File: src/rtl/jk_pkg.sv
// rtl/jk_pkg.sv - shared JK command codes, lock FSM states and next-state helper
package jk_pkg;

   localparam logic [1:0] JK_HOLD = 2'b00;
   localparam logic [1:0] JK_CLR  = 2'b01;
   localparam logic [1:0] JK_SET  = 2'b10;
   localparam logic [1:0] JK_TGL  = 2'b11;

   typedef enum logic {
      ST_IDLE   = 1'b0,
      ST_LOCKED = 1'b1
   } state_t;

   function automatic logic jk_next(input logic q, input logic [1:0] jk);
      logic d;
      case (jk)
         JK_CLR:  d = 1'b0;
         JK_SET:  d = 1'b1;
         JK_TGL:  d = ~q;
         default: d = q;
      endcase
      return d;
   endfunction

endpackage

File: src/rtl/jk_cell.sv
// rtl/jk_cell.sv - single JK flip-flop with enable and registered complement
module jk_cell
   import jk_pkg::*;
(
   input  logic       clk,
   input  logic       rst,
   input  logic       en,
   input  logic [1:0] jk,
   output logic       q,
   output logic       qb
);

   logic d;

   always_comb d = en ? jk_next(q, jk) : q;

   // qb is its own flop so both outputs come straight from registers
   always_ff @(posedge clk) begin
      if (rst) begin
         q  <= 1'b0;
         qb <= 1'b1;
      end else begin
         q  <= d;
         qb <= ~d;
      end
   end

endmodule

File: src/rtl/jk_bank_arbiter.sv
// rtl/jk_bank_arbiter.sv - round-robin arbiter with timed lock sharing one JK flag bank
module jk_bank_arbiter
   import jk_pkg::*;
#(
   parameter  int NREQ     = 4,
   parameter  int NBITS    = 8,
   parameter  int LOCK_MAX = 16,
   localparam int RW       = $clog2(NREQ),
   localparam int IW       = $clog2(NBITS),
   localparam int CW       = $clog2(LOCK_MAX)
)(
   input  logic             clk,
   input  logic             rst,
   input  logic [NREQ-1:0]    req,
   input  logic [NREQ-1:0]    lock,
   input  logic [2*NREQ-1:0]  op,
   input  logic [IW*NREQ-1:0] idx,
   output logic [NREQ-1:0]    gnt,
   output logic [NBITS-1:0]   q,
   output logic [NBITS-1:0]   qb,
   output logic               locked,
   output logic [RW-1:0]      owner,
   output logic               lock_timeout
);

   state_t        state, state_nxt;
   logic [RW-1:0] ptr, ptr_nxt, owner_nxt;
   logic [CW-1:0] cnt, cnt_nxt;
   logic          tmo_nxt;
   logic [RW-1:0] win, cand;
   logic          win_vld;
   logic [1:0]    win_op;
   logic [IW-1:0] win_idx;

   always_comb begin
      state_nxt = state;
      ptr_nxt   = ptr;
      owner_nxt = owner;
      cnt_nxt   = cnt;
      tmo_nxt   = 1'b0;
      win       = '0;
      win_vld   = 1'b0;
      cand      = '0;
      gnt       = '0;
      if (state == ST_IDLE) begin
         for (int i = 0; i < NREQ; i++) begin
            cand = ptr + RW'(i);
            if (!win_vld && req[cand]) begin
               win     = cand;
               win_vld = 1'b1;
            end
         end
         if (win_vld) begin
            ptr_nxt = win + 1'b1;
            if (lock[win]) begin
               state_nxt = ST_LOCKED;
               owner_nxt = win;
               cnt_nxt   = '0;
            end
         end
      end else begin
         win     = owner;
         win_vld = req[owner];
         cnt_nxt = cnt + 1'b1;
         // voluntary release wins over timeout; either way the owner's command still lands
         if (!lock[owner]) begin
            state_nxt = ST_IDLE;
            ptr_nxt   = owner + 1'b1;
         end else if (cnt == CW'(LOCK_MAX - 1)) begin
            state_nxt = ST_IDLE;
            ptr_nxt   = owner + 1'b1;
            tmo_nxt   = 1'b1;
         end
      end
      if (rst) win_vld = 1'b0;
      if (win_vld) gnt[win] = 1'b1;
   end

   always_ff @(posedge clk) begin
      if (rst) begin
         state        <= ST_IDLE;
         ptr          <= '0;
         owner        <= '0;
         cnt          <= '0;
         lock_timeout <= 1'b0;
      end else begin
         state        <= state_nxt;
         ptr          <= ptr_nxt;
         owner        <= owner_nxt;
         cnt          <= cnt_nxt;
         lock_timeout <= tmo_nxt;
      end
   end

   assign locked  = (state == ST_LOCKED);
   assign win_op  = op[win*2 +: 2];
   assign win_idx = idx[win*IW +: IW];

   for (genvar b = 0; b < NBITS; b++) begin : g_bank
      jk_cell u_cell (
         .clk (clk),
         .rst (rst),
         .en  (win_vld && (win_idx == IW'(b))),
         .jk  (win_op),
         .q   (q[b]),
         .qb  (qb[b])
      );
   end

endmodule

File: config.mk
export PLATFORM = sky130hd
export DESIGN_NAME = jk_bank_arbiter
export DESIGN_NICKNAME = d
export VERILOG_FILES = /design/src/rtl/jk_pkg.sv /design/src/rtl/jk_cell.sv /design/src/rtl/jk_bank_arbiter.sv
export SDC_FILE = /design/constraint.sdc
export NUM_CORES = 1
export LEC_CHECK = 0
export BUFFER_PORTS_ARGS = -buffer_cell sky130_fd_sc_hd__buf_2
export CORE_MARGIN = 10
export CORE_UTILIZATION = 43
export DETAILED_ROUTE_END_ITERATION = 12
export PLACE_DENSITY = 0.73
export SYNTH_ARGS = -nofsm -noshare
export SYNTH_HDL_FRONTEND = slang
export SYNTH_SLANG_ARGS = --single-unit
File: constraint.sdc
create_clock -name clk -period 2.9 [get_ports clk]
set_clock_uncertainty 0.15 [all_clocks]
set_input_delay 0.58 -clock clk [delete_from_list [all_inputs] [get_ports clk]]
set_output_delay 0.58 -clock clk [all_outputs]
set_load 0.1 [all_outputs]
## Word level (Yosys, flattened, before mapping)

Cells that the tools add are included.
W data, S select, Z words.

| operators by class | value |
|---|---|
| $add $sub $neg | 6 |
| multipliers | 1 |
| order comparisons | 8 |
| equality and inequality tests | 12 |
| shifts and indexed selects | 2 |
| muxes and demuxes | 62 |
| bitwise logic cells | 18 |
| reductions and logical operators | 22 |

Operators by type and width:

| cell | count |
|---|---|
| $mux W1 | 32 |
| $pmux W1 S3 | 8 |
| $lt A2 B3 Y1 const B | 7 |
| $mux W2 | 10 |
| $not A1 Y1 | 18 |
| $mux W4 | 4 |
| $bmux W1 S2 | 7 |
| $eq A3 B3 Y1 const B | 4 |
| $logic_and A1 B1 Y1 | 12 |
| $shiftx A12 B5 Y3 | 1 |
| $shiftx A8 B4 Y2 | 1 |
| $add A2 B1 Y2 const B | 3 |
| $eq A3 B2 Y1 const B | 2 |
| $add A2 B2 Y2 const B | 2 |
| $add A4 B1 Y4 const B | 1 |
| $eq A2 B2 Y1 const B | 2 |
| $eq A4 B4 Y1 const B | 1 |
| $mul A2 B2 Y4 const B | 1 |
| $reduce_and A2 Y1 | 2 |
| $reduce_bool A2 Y1 | 2 |
| $eq A3 B1 Y1 const B | 1 |
| $logic_not A1 Y1 | 3 |
| $logic_not A3 Y1 | 1 |
| $ne A3 B2 Y1 const B | 1 |
| other kinds (5) | 5 |

| word-level totals | value |
|---|---|
| flip-flop bits (word level) | 26 |
| output and inout port bits | 24 |

## Depth between registers and ports, before layout

| depth | value |
|---|---|
| depth in word-level cells | 23 |
| mapped depth | 10 |

## Hierarchy

A second synthesis with hierarchy kept.

| unflattened totals | value |
|---|---|
| cells, all modules | 204 |
| area total of the unflattened synthesis | 1696.6 µm² |

Modules (own cells, without submodules):

| module | times used | cells an instance | area an instance (µm²) | sequential area each (µm²) |
|---|---|---|---|---|
| jk_bank_arbiter | 1 | 148 | 1096.1 | 200.2 |
| jk_cell | 8 | 7 | 75.1 | 40.0 |

## Least setup slack after synthesis

No wires, ideal clock.

| path | value |
|---|---|
| path type | register -> output |
| start point | register state, in the netlist locked |
| end point | output port gnt[0] |
| arrival time | 2.805 ns |
| data required time | 2.170 ns |
| path slack | -0.635 ns |
| cell stages (with the launch flop) | 9 |
| buffers on the path | 2 |
| cells stage by stage | dfxtp_1 > buf_6 > nor2_2 > a221oi_4 > nor2_4 > inv_4 > buf_6 > ha_1 > and2_1 |

| between the ends | value |
|---|---|
| longest elaborated chain between the ends | 6 |
| elaborated cells on any way between the ends | 9 |

RTL lines:

| what | RTL line | text |
|---|---|---|
| from (decl) | jk_bank_arbiter.sv:26 | `state_t state, state_nxt;` |
| from (signal assigned) | jk_bank_arbiter.sv:87 | `state <= state_nxt;` |
| $mux W2 | jk_bank_arbiter.sv:45 | `if (state == ST_IDLE) begin` |
| $lt A2 B3 Y1 (implied by the code) / $ge A2 B1 Y1 (equally long branches) | jk_bank_arbiter.sv:76 | `if (win_vld) gnt[win] = 1'b1;` |
| $logic_and A1 B1 Y1 (implied by the code) | jk_bank_arbiter.sv:76 |  |
| $mux W1 (implied by the code) | jk_bank_arbiter.sv:76 |  |
| $demux W1 S2 | jk_bank_arbiter.sv:76 |  |
| $mux W4 (*) | jk_bank_arbiter.sv:76 |  |
| to (decl) | jk_bank_arbiter.sv:18 | `output logic [NREQ-1:0] gnt,` |

Mark *: on every way between the ends. The rest lies on a longest branch, timed or not.

## Worst setup path after layout

| path | value |
|---|---|
| start point | input port req[1] |
| end point | output port gnt[0] |

| between the ends | value |
|---|---|
| longest elaborated chain between the ends | 22 |
| elaborated cells on any way between the ends | 38 |

RTL lines:

| what | RTL line | text |
|---|---|---|
| from (decl) | jk_bank_arbiter.sv:14 | `input logic [NREQ-1:0] req,` |
| $bmux W1 S2 | jk_bank_arbiter.sv:48 | `if (!win_vld && req[cand]) begin` |
| $mux W1 (implied by the code) | jk_bank_arbiter.sv:48 |  |
| $mux W1 | jk_bank_arbiter.sv:48 |  |
| $mux W1 | jk_bank_arbiter.sv:45 |  |
| $logic_not A1 Y1 | jk_bank_arbiter.sv:48 |  |
| $logic_and A1 B1 Y1 | jk_bank_arbiter.sv:48 |  |
| $mux W1 | jk_bank_arbiter.sv:48 |  |
| $mux W1 | jk_bank_arbiter.sv:45 |  |
| [5 not listed] | -- |  |
| $logic_and A1 B1 Y1 | jk_bank_arbiter.sv:48 |  |
| $mux W2 | jk_bank_arbiter.sv:48 |  |
| $mux W2 (2 in a row) | jk_bank_arbiter.sv:45 |  |
| $lt A2 B3 Y1 (implied by the code) / $ge A2 B1 Y1 (equally long branches) | jk_bank_arbiter.sv:76 |  |
| $logic_and A1 B1 Y1 (implied by the code) | jk_bank_arbiter.sv:76 |  |
| $mux W1 (implied by the code) | jk_bank_arbiter.sv:76 |  |
| $demux W1 S2 | jk_bank_arbiter.sv:76 |  |
| $mux W4 (*) | jk_bank_arbiter.sv:76 |  |

Mark *: on every way between the ends. The rest lies on a longest branch, timed or not. The select of a mux whose other input is x is not followed.

==> metrics.md <==
| Metric | Value |
|---|---|
| Most common cell after layout, fill and taps aside | `buf_2` |
| Syn Inst Count | `250` |
| Die area | `0.00814 mm²` |
| Switching Share | `53.1%` |
| Final TNS setup | `0 ns` |
| Net Sw Power | `1440 µW` |
| Final Hold Viols | `0` |
| Post-Syn Area per Cell | `8.48 µm²` |
| Post-Syn Nets | `285` |
| Die H | `90.2 µm` |
| Register share of total power | `19.6%` |
| Worst relative slew slack | `66.6%` |
| Library cells used by synthesis | `66` |
| Clock sink total | `26` |
| Yosys Warn Count | `0` |
| Pwr Total | `2710 µW` |
| Via/cell ratio | `5.67` |
| Worst slew pin tran | `0.495 ns` |
| Synth-to-layout area growth | `22.6%` |
| TritonCTS clock tree | `built` |
| Internal power | `1270 µW` |
| Fillers | `459` |
| Clock-pin slew on the worst setup and hold paths | `0.09 ns` |
| Max Transition Viols Final | `0` |
| Post-Synthesis Cell Area | `0.00212 mm²` |
| Clock Tree Buf Depth | `2` |
| Number of diodes | `0` |
| Hold crit path type | `register to register` |
| Nets | `340` |
| Worst-Skew Late Latency | `0.27 ns` |
| Final setup viols | `0` |
| Setup ws final | `0.0586 ns` |
| Status | `complete, no violations` |
| Global-route wire length before repair | `9430 µm` |
| Drt wl/cell | `15.1 µm` |
| Crit. End Element | `output port` |
| Comb pwr share | `69.5%` |
| DP HPWL | `4640 µm` |
| Max cap viols | `0` |
| Fin Hold WS | `0.345 ns` |
| Die Span X | `90.2 µm` |
| Number of buffers added on ports | `53` |
| Peak supply drop | `0.373 mV` |
| Root buffer cell | `clkbuf_8` |
| Post-layout min period | `2.84 ns` |
| Pwr dens | `1040 mW/mm²` |
| Detailed Route Iter0 Violations | `144` |
| CP Data Arrival Time | `2.11 ns` |
| Iteration count of the initial detailed-routing pass | `4` |
| Post-CTS Hold Fix Bufs | `0` |
| Crit-path max FO | `7` |
| RSZ-0062 raised after global routing | `false` |
| Sequential fraction of the synthesis area | `24.6%` |
| Vias in the first global route | `2,005` |
| Post-synth top flop | `dfxtp_1` |
| Multi-input logic area | `0.00141 mm²` |
| Critical Path RT | `2.17 ns` |
| DRC | `0` |
| Max frequency | `352 MHz` |
| Commonest cells after routing, fill and taps aside | `buf_2 (49), dfxtp_1 (22), nor2_1 (21), buf_4 (21), nand2_1 (20)` |
| Routed Antenna Nets | `0` |
| Tcrit/Tclk final | `98.0%` |
| Largest net degree at the start of global routing | `18` |
| FFs w/ async S/R, synth | `0%` |
| Via count | `2,105` |
| Crit path launch type | `primary input` |
| Layout cell share with drive strength beyond 1 | `34.9%` |
| Initial antenna violation count | `0` |
| Post-synth EDFFs | `0` |
| Gpl congestion | `0.887` |
| DP Worst Slack | `-0.000586 ns` |
| Post-CTS Setup Bufs | `0` |
| Clock Power Share | `10.9%` |
| Final WL | `5610 µm` |
| Seq. cell area | `526 µm²` |
| Io pins | `54` |
| GRT overflow | `0` |
| Core box area | `0.00475 mm²` |
| WS Path Type | `primary input to output port` |
| Register bit total from synthesis | `26` |
| Row Count | `25` |
| Total number of H-tree levels | `1` |
| Num CTS Buffers | `3` |
| P_leak | `0.00104 µW` |
| Starting Density | `44.6%` |
| Gr usage total | `13.3%` |
cells in the mapped netlist (6+ instances only):
library cell / instances / share of area (%)
o32ai_1: 7 / 2.9
nand2_1: 20 / 3.5
nor3_1: 13 / 3.1
nand4_1: 6 / 1.8
and2_1: 6 / 1.8
mux2i_1: 10 / 4.7
nor2_1: 21 / 3.7
dfxtp_1: 26 / 25
buf_4: 16 / 5.7
nand3_1: 15 / 3.5
final timing paths:
path / from / endpoint / slack (ns) / depth (start not counted)
setup / recovery: req[1] / gnt[0] / 0.06 / 7
hold / removal: cnt[3] / lock_timeout / 0.34 / 2
setup reg to reg: locked / g_bank[0].u_cell.qb / 0.31 / 8
hold reg to reg: cnt[3] / lock_timeout / 0.34 / 2
what timing repair did:
action / CTS / global route
cloned: 0 / 0
setup endpoints to repair: 2 / 4
resized for setup: 1 / 1
area by class of cell:
| type | instances | area share (%) |
|---|---|---|
| clock buffer | 3 | 1.59 |
| sequential | 26 | 20.2 |
| tap | 67 | 3.23 |
| multi-input combinational | 193 | 54.1 |
| timing repair buffer | 74 | 18.6 |
| clock inverter | 1 | 1.16 |
| inverter | 7 | 1.11 |
stage by stage:
stage	utilization, %	instances	cell area [µm²]
after floorplan	-	250	2130
after global placement	53.0	367	2520
after detailed placement	53.0	367	2520
after CTS	54.6	371	2590
after global routing	54.7	371	2600
final	54.7	371	2600
power groups by stage:
| stage | registers [µW] | clock network (µW) | logic, µW |
|---|---|---|---|
| 3_5_place_dp | 536 | 0 | 1870 |
| 6_report | 532 | 294 | 1880 |
| 3_3_place_gp | 534 | 0 | 1860 |
| 4_1_cts | 531 | 300 | 1880 |
| 2_1_floorplan | 591 | 0 | 1380 |
| 5_1_grt | 547 | 318 | 2010 |
cells by family after synthesis:
logic type | count (synthesis) | share of synthesized area, %
simple gates | 110 | 28.0
compound gates | 66 | 27.9
buf+inv | 31 | 9.56
mux | 12 | 7.03
flops | 26 | 24.6
fa+ha+maj | 5 | 2.95
critical path: stages:
cell	delay [ns]
buf_2	0.14
or2_2	0.32
or3_1	0.36
nor2_1	0.19
nor3_2	0.12
and2_2	0.23
buf_12	0.16
metal layers:
| layer | global-route usage, % | up-vias | part of all wire, % |
|---|---|---|---|
| li1 | - | 1060 | - |
| met1 | 17.8 | 978 | 48 |
| met2 | 21.2 | 61 | 46 |
| met3 | 2.00 | 6 | 4.9 |
| met4 | 4.51 | 0 | 1.5 |
| met5 | 0 | - | 0 |
(Power assumes the default switching activity.)
